==> config.mk <==
export PLATFORM = sky130hd
export DESIGN_NAME = rram_cmd_controller
export DESIGN_NICKNAME = d
export VERILOG_FILES = /design/src/rtl/rram_pkg.sv /design/src/rtl/rram_cmd_controller_sync_pulse.sv /design/src/rtl/rram_cmd_controller.sv
export SDC_FILE = /design/constraint.sdc
export NUM_CORES = 1
export LEC_CHECK = 0
export BUFFER_PORTS_ARGS = -buffer_cell sky130_fd_sc_hd__buf_2
export CAP_MARGIN = 10
export CORE_MARGIN = 2
export CORE_UTILIZATION = 55
export CTS_CLUSTER_SIZE = 16
export DETAILED_ROUTE_END_ITERATION = 10
export PLACE_DENSITY = 0.84
export SYNTH_ARGS = -nofsm -noshare
export SYNTH_HDL_FRONTEND = slang
export SYNTH_SLANG_ARGS = --single-unit
export TNS_END_PERCENT = 20
==> constraint.sdc <==
create_clock -name clk -period 3.2 [get_ports clk]
set_clock_uncertainty 0.15 [all_clocks]
set_input_delay 0 -clock clk [delete_from_list [all_inputs] [get_ports clk]]
set_output_delay 0 -clock clk [all_outputs]
set_load 0.01 [all_outputs]
==> src/rtl/rram_pkg.sv <==
// Shared definitions for the RRAM command controller: command codes,
// FSM states, array_op bit positions and status bit indices.
package rram_pkg;

  localparam int unsigned CMD_PKG_W = 4;

  localparam logic [CMD_PKG_W-1:0] CMD_NOP        = 4'h0;
  localparam logic [CMD_PKG_W-1:0] CMD_READ       = 4'h1;
  localparam logic [CMD_PKG_W-1:0] CMD_WRITE      = 4'h2;
  localparam logic [CMD_PKG_W-1:0] CMD_ERASE      = 4'h3;
  localparam logic [CMD_PKG_W-1:0] CMD_CLR_STATUS = 4'h7;

  typedef enum logic [2:0] {
    ST_IDLE      = 3'd0,
    ST_WAIT_ADDR = 3'd1,
    ST_WAIT_DATA = 3'd2,
    ST_EXEC      = 3'd3,
    ST_DONE      = 3'd4
  } state_e;

  localparam int unsigned OP_W     = 3;
  localparam int unsigned OP_READ  = 0;
  localparam int unsigned OP_WRITE = 1;
  localparam int unsigned OP_ERASE = 2;

  localparam int unsigned STS_W       = 8;
  localparam int unsigned STS_STICKY_W = 4;
  localparam int unsigned STS_READY   = 7;
  localparam int unsigned STS_DROP    = 3;
  localparam int unsigned STS_ILLEGAL = 2;
  localparam int unsigned STS_TIMEOUT = 1;
  localparam int unsigned STS_FAIL    = 0;

  // One-hot array operation for an array-touching command; zero otherwise.
  function automatic logic [OP_W-1:0] op_onehot(input logic [CMD_PKG_W-1:0] cmd);
    logic [OP_W-1:0] op;
    op = '0;
    case (cmd)
      CMD_READ:  op[OP_READ]  = 1'b1;
      CMD_WRITE: op[OP_WRITE] = 1'b1;
      CMD_ERASE: op[OP_ERASE] = 1'b1;
      default:   op = '0;
    endcase
    return op;
  endfunction

endpackage

==> src/rtl/rram_cmd_controller_sync_pulse.sv <==
// N-stage level synchroniser with an optional registered rising-edge pulse.
module sync_pulse #(
  parameter int unsigned STAGES  = 2,
  parameter bit          EDGE_EN = 1'b0
) (
  input  logic clk,
  input  logic rst_n,
  input  logic async_in,
  output logic sync_out,
  output logic rise
);

  logic [STAGES-1:0] sync_q;

  // Shift the asynchronous level through the synchroniser chain.
  always_ff @(posedge clk or negedge rst_n) begin
    if (!rst_n) begin
      sync_q <= '0;
    end else begin
      sync_q <= (sync_q << 1) | STAGES'(async_in);
    end
  end

  assign sync_out = sync_q[STAGES-1];

  generate
    if (EDGE_EN) begin : g_edge
      logic prev_q;
      logic rise_q;

      // Registered one-cycle pulse on a rising synchronised level.
      always_ff @(posedge clk or negedge rst_n) begin
        if (!rst_n) begin
          prev_q <= 1'b0;
          rise_q <= 1'b0;
        end else begin
          prev_q <= sync_out;
          rise_q <= sync_out & ~prev_q;
        end
      end

      assign rise = rise_q;
    end else begin : g_no_edge
      assign rise = 1'b0;
    end
  endgenerate

endmodule

==> src/rtl/rram_cmd_controller.sv <==
// Sequences accepted RRAM commands (address, data, array execution,
// completion) and maintains the host ready/busy line and sticky status.
module rram_cmd_controller
  import rram_pkg::*;
#(
  parameter int unsigned CMD_W       = 4,
  parameter int unsigned TO_W        = 8,
  parameter int unsigned TIMEOUT     = 200,
  parameter int unsigned SYNC_STAGES = 2
) (
  input  logic             clk,
  input  logic             rst_n,
  input  logic [CMD_W-1:0] command,
  input  logic             command_register_ready,
  input  logic             addr_ready,
  input  logic             data_ready,
  input  logic             array_done,
  output logic             array_en,
  output logic [OP_W-1:0]  array_op,
  output logic             rb_n,
  output logic [STS_W-1:0] status
);

  state_e                  state;
  logic [CMD_W-1:0]        cmd_q;
  logic [TO_W-1:0]         timer_q;
  logic [STS_STICKY_W-1:0] sticky_q;

  logic cmd_evt;
  logic cmd_sync;
  logic addr_sync;
  logic data_sync;
  logic addr_rise;
  logic data_rise;
  logic unused_rise;

  sync_pulse #(.STAGES(SYNC_STAGES), .EDGE_EN(1'b1)) u_sync_cmd (
    .clk      (clk),
    .rst_n    (rst_n),
    .async_in (command_register_ready),
    .sync_out (cmd_sync),
    .rise     (cmd_evt)
  );

  sync_pulse #(.STAGES(SYNC_STAGES), .EDGE_EN(1'b0)) u_sync_addr (
    .clk      (clk),
    .rst_n    (rst_n),
    .async_in (addr_ready),
    .sync_out (addr_sync),
    .rise     (addr_rise)
  );

  sync_pulse #(.STAGES(SYNC_STAGES), .EDGE_EN(1'b0)) u_sync_data (
    .clk      (clk),
    .rst_n    (rst_n),
    .async_in (data_ready),
    .sync_out (data_sync),
    .rise     (data_rise)
  );

  // Only the command path needs an edge; the level of cmd_sync is not used.
  assign unused_rise = addr_rise ^ data_rise ^ cmd_sync;

  // Command sequencing FSM with registered array/ready outputs and sticky flags.
  always_ff @(posedge clk or negedge rst_n) begin
    if (!rst_n) begin
      state    <= ST_IDLE;
      cmd_q    <= '0;
      timer_q  <= '0;
      array_en <= 1'b0;
      array_op <= '0;
      rb_n     <= 1'b1;
      sticky_q <= '0;
    end else begin
      // A command arriving while busy is discarded but recorded.
      if (cmd_evt && (state != ST_IDLE)) begin
        sticky_q[STS_DROP] <= 1'b1;
      end

      case (state)
        ST_IDLE: begin
          if (cmd_evt) begin
            cmd_q <= command;
            case (command)
              CMD_W'(CMD_READ),
              CMD_W'(CMD_WRITE),
              CMD_W'(CMD_ERASE): begin
                state <= ST_WAIT_ADDR;
                rb_n  <= 1'b0;
              end
              CMD_W'(CMD_CLR_STATUS): sticky_q <= '0;
              CMD_W'(CMD_NOP):        ;
              default:                sticky_q[STS_ILLEGAL] <= 1'b1;
            endcase
          end
        end

        ST_WAIT_ADDR: begin
          if (addr_sync) begin
            if (cmd_q == CMD_W'(CMD_WRITE)) begin
              state <= ST_WAIT_DATA;
            end else begin
              state    <= ST_EXEC;
              array_en <= 1'b1;
              array_op <= op_onehot(CMD_PKG_W'(cmd_q));
              timer_q  <= '0;
            end
          end
        end

        ST_WAIT_DATA: begin
          if (data_sync) begin
            state    <= ST_EXEC;
            array_en <= 1'b1;
            array_op <= op_onehot(CMD_PKG_W'(cmd_q));
            timer_q  <= '0;
          end
        end

        ST_EXEC: begin
          // Completion takes priority over a coincident timeout.
          if (array_done) begin
            state    <= ST_DONE;
            array_en <= 1'b0;
            array_op <= '0;
          end else if (timer_q == TO_W'(TIMEOUT - 1)) begin
            state                 <= ST_DONE;
            array_en              <= 1'b0;
            array_op              <= '0;
            sticky_q[STS_TIMEOUT] <= 1'b1;
            sticky_q[STS_FAIL]    <= 1'b1;
          end else if (timer_q != '1) begin
            timer_q <= timer_q + TO_W'(1);
          end
        end

        ST_DONE: begin
          state <= ST_IDLE;
          rb_n  <= 1'b1;
        end

        default: begin
          state    <= ST_IDLE;
          array_en <= 1'b0;
          array_op <= '0;
          rb_n     <= 1'b1;
        end
      endcase
    end
  end

  assign status = {rb_n, 3'b000, sticky_q};

endmodule

==> flow_metrics.env <==
export IMPL_status="complete, no violations"
export IMPL_critPathArrivalTime_ns=2.19
export IMPL_synth_area_um2=1580
export IMPL_num_antenna_cells=0
export IMPL_grt_setup_unrepaired="no"
export IMPL_ir_drop_v=0.000555
export IMPL_crit_fanout=16
export IMPL_wl_um=3320
export IMPL_viasPerCell=6.08
export IMPL_drt_wirelength_per_cell_um=16.0
export IMPL_clk_latency_ns=0.34
export IMPL_setup_viol=0
export IMPL_postSynthCellCount=149
export IMPL_cts_buffers=5
export IMPL_cap_violations=0
export IMPL_final_cell_mix="dfrtp_1, buf_2, nor2_1"
export IMPL_final_nets=187
export IMPL_slew_headroom_pct=55.3
export IMPL_cp_required_ns=3.27
export IMPL_clkTransAtPathRegs_ns=0.10
export IMPL_overflow=0
export IMPL_layout_min_cycle_time_ns=2.11
export IMPL_grt_max_degree=32
export IMPL_grt_pass1_vias=1239
export IMPL_vias=1265
export IMPL_synthDistinctLibCells=54
export IMPL_root_buffer="clkbuf_4"
export IMPL_rows=19
export IMPL_ios=23
export IMPL_portBuffers=19
export IMPL_hold_viol_final=0
export IMPL_avgSynthCellArea_um2=10.6
export IMPL_maxSlewViolCount=0
export IMPL_htree_levels=2
export IMPL_worstSetupPathType="reg2reg"
export IMPL_yosysSeqAreaShare_pct=49.3
export IMPL_area_growth_pct=14.1
export IMPL_worstSetupEndpointType="flip-flop"
export IMPL_setup_tns_final_ns=0
export IMPL_ys_seq_elements=31
export IMPL_ys_warn_count=0
export IMPL_cp_start_kind="flip-flop"
export IMPL_r2r_setup_slack_ns=1.09
export IMPL_coreArea_um2=2730
export IMPL_antenna_found_initial=0
export IMPL_synth_edf_count=0
export IMPL_worst_pin_slew_ns=0.666
export IMPL_ant_nets=0
export IMPL_place_inst=191
export IMPL_cts_tree="yes"
export IMPL_stdcell_count=208
export IMPL_synthArstFlopShare_pct=100
export IMPL_clockBufferDepth=2
export IMPL_gp_congestion=0.829
export IMPL_grt_first_pass_wirelength_um=5700
export IMPL_timing_final_crit_share_pct=66.1
export IMPL_drc=0
export IMPL_die_w_um=57.5
export IMPL_drtIter0Drc=48
export IMPL_p_leak_uw=0.000831
export IMPL_hp_class="in2async"
export IMPL_die_area_um2=3310
export IMPL_power_density_nw_per_um2=721
export IMPL_start_util_pct=57.6
export IMPL_dominantRegCellSynth="dfrtp_1"
export IMPL_drive_above_1_share_pct=20.9
export IMPL_dpl_hpwl_um=2360
export IMPL_dieHeight_um=57.5
export IMPL_clock_sinks=31
export IMPL_first_pass_iters=4
export IMPL_fmax_ghz=0.473
export IMPL_layout_commonest_cell="dfrtp_1"
export IMPL_grtUsageTotal_pct=23.0
export IMPL_post_cts_buffers=0
registers in the layout, summed over array words and instances, names as in the netlist:
register                  cells
array_en                      1
sticky_q                      3
cmd_q                         4
rb_n                          1
u_sync_cmd.rise               1
timer_q                       8
u_sync_cmd.g_edge.prev_q      1
u_sync_cmd.sync_q             2
state                         3
u_sync_data.sync_q            2
array_op                      3
u_sync_addr.sync_q            2
routing by layer:
| metal | track usage, % | part of all wire, % | up-vias | wire (µm) |
|---|---|---|---|---|
| li1 | - | - | 603 | - |
| met1 | 30.3 | 44 | 614 | 1460 |
| met2 | 34.4 | 48 | 40 | 1610 |
| met3 | 7.03 | 5.2 | 8 | 172 |
| met4 | 11.6 | 2.3 | 0 | 76 |
| met5 | 0 | 0 | - | 0 |
synthesized netlist by cell type, types with 2 or more instances:
master	number	share of area [%]
or4_1	2	0.95
nor4b_1	2	1.1
buf_2	2	0.64
nor3_1	2	0.64
dfrtp_1	30	48
or3_1	2	0.79
o211a_1	3	1.9
a21oi_1	8	2.5
nor2_1	10	2.4
inv_1	8	1.9
clkbuf_1	2	0.48
nand3_1	4	1.3
o21ai_0	7	2.2
nor2b_1	2	0.79
mux2_2	4	2.9
and2_1	3	1.2
mux2_1	2	1.4
nand4_1	3	1.2
buf_4	5	2.4
nand2_1	7	1.7
o211ai_1	2	0.95
o31ai_1	2	0.95
o311ai_0	3	1.7
a22o_1	4	2.2
logic make-up (layout without fill, tap and decap cells):
family | count (synthesis) | after routing | share of synthesized area, %
buf+inv | 18 | 44 | 5.72
flops | 31 | 31 | 49.3
simple gates | 47 | 47 | 17.6
fa+ha+maj | 1 | 1 | 0.794
compound gates | 44 | 44 | 21.4
mux | 6 | 6 | 4.29
other cells | 1 | 3 | 0.238
xor+xnor | 1 | 1 | 0.556
report_power, final:
part,leakage [µW],switching (µW),total (µW),internal [µW]
Combinational,0.000415,256,485,229
Sequential,0.000386,110,593,483
Clock,0.0000293,132,217,85.4
Total,0.000831,498,1300,798
critical path, cell delays in order, from the launching register on:
cell and delay, ns:
dfrtp_1 0.63, nor4bb_1 0.55, o21ai_2 0.20, o21ai_4 0.13, mux2_1 0.35
path summary, 6_finish.rpt:
path | startpoint | endpoint | depth (start not counted)
max | state[1] | array_op[2] | 4
min | rst_n | timer_q[6] | 2
max reg2reg | state[1] | array_op[2] | 4
min reg2reg | u_sync_addr.sync_q[0] | u_sync_addr.sync_q[1] | 0
max in group asynchronous | rst_n | sticky_q[2] | 2
min in group clk | addr_ready | u_sync_addr.sync_q[0] | 2
repair_timing:
item / in CTS / in global routing
hold buffers: 9 / 0
endpoints found under the setup margin: 0 / 0
hold endpoints to repair: 47 / 0
gates resized for setup: 0 / 0
metrics by stage:
stage                     utilization (%)  setup slack, ns  instance area [µm²]  total power, µW  hold slack (ns)
final                                65.7             1.09                 1800             1300           0.0630
after detailed placement             60.6             1.14                 1660             1070          -0.0843
after floorplan                         -             1.29                 1580              955           -0.446
after CTS                            65.7             1.10                 1800             1300           0.0743
after global routing                 65.7            0.866                 1800             1390            0.129
after global placement               60.6             1.23                 1660             1050          -0.0916
area by class of cell:
class | instances | area, µm²
clock buffer | 7 | 45.0
clock inverter | 1 | 5.00
fill | 230 | 937
inverter | 8 | 30.0
multi-input combinational | 102 | 716
sequential | 31 | 777
tap | 31 | 38.8
timing repair buffer | 28 | 185
No activity file was read; power rests on OpenSTA's default activity.
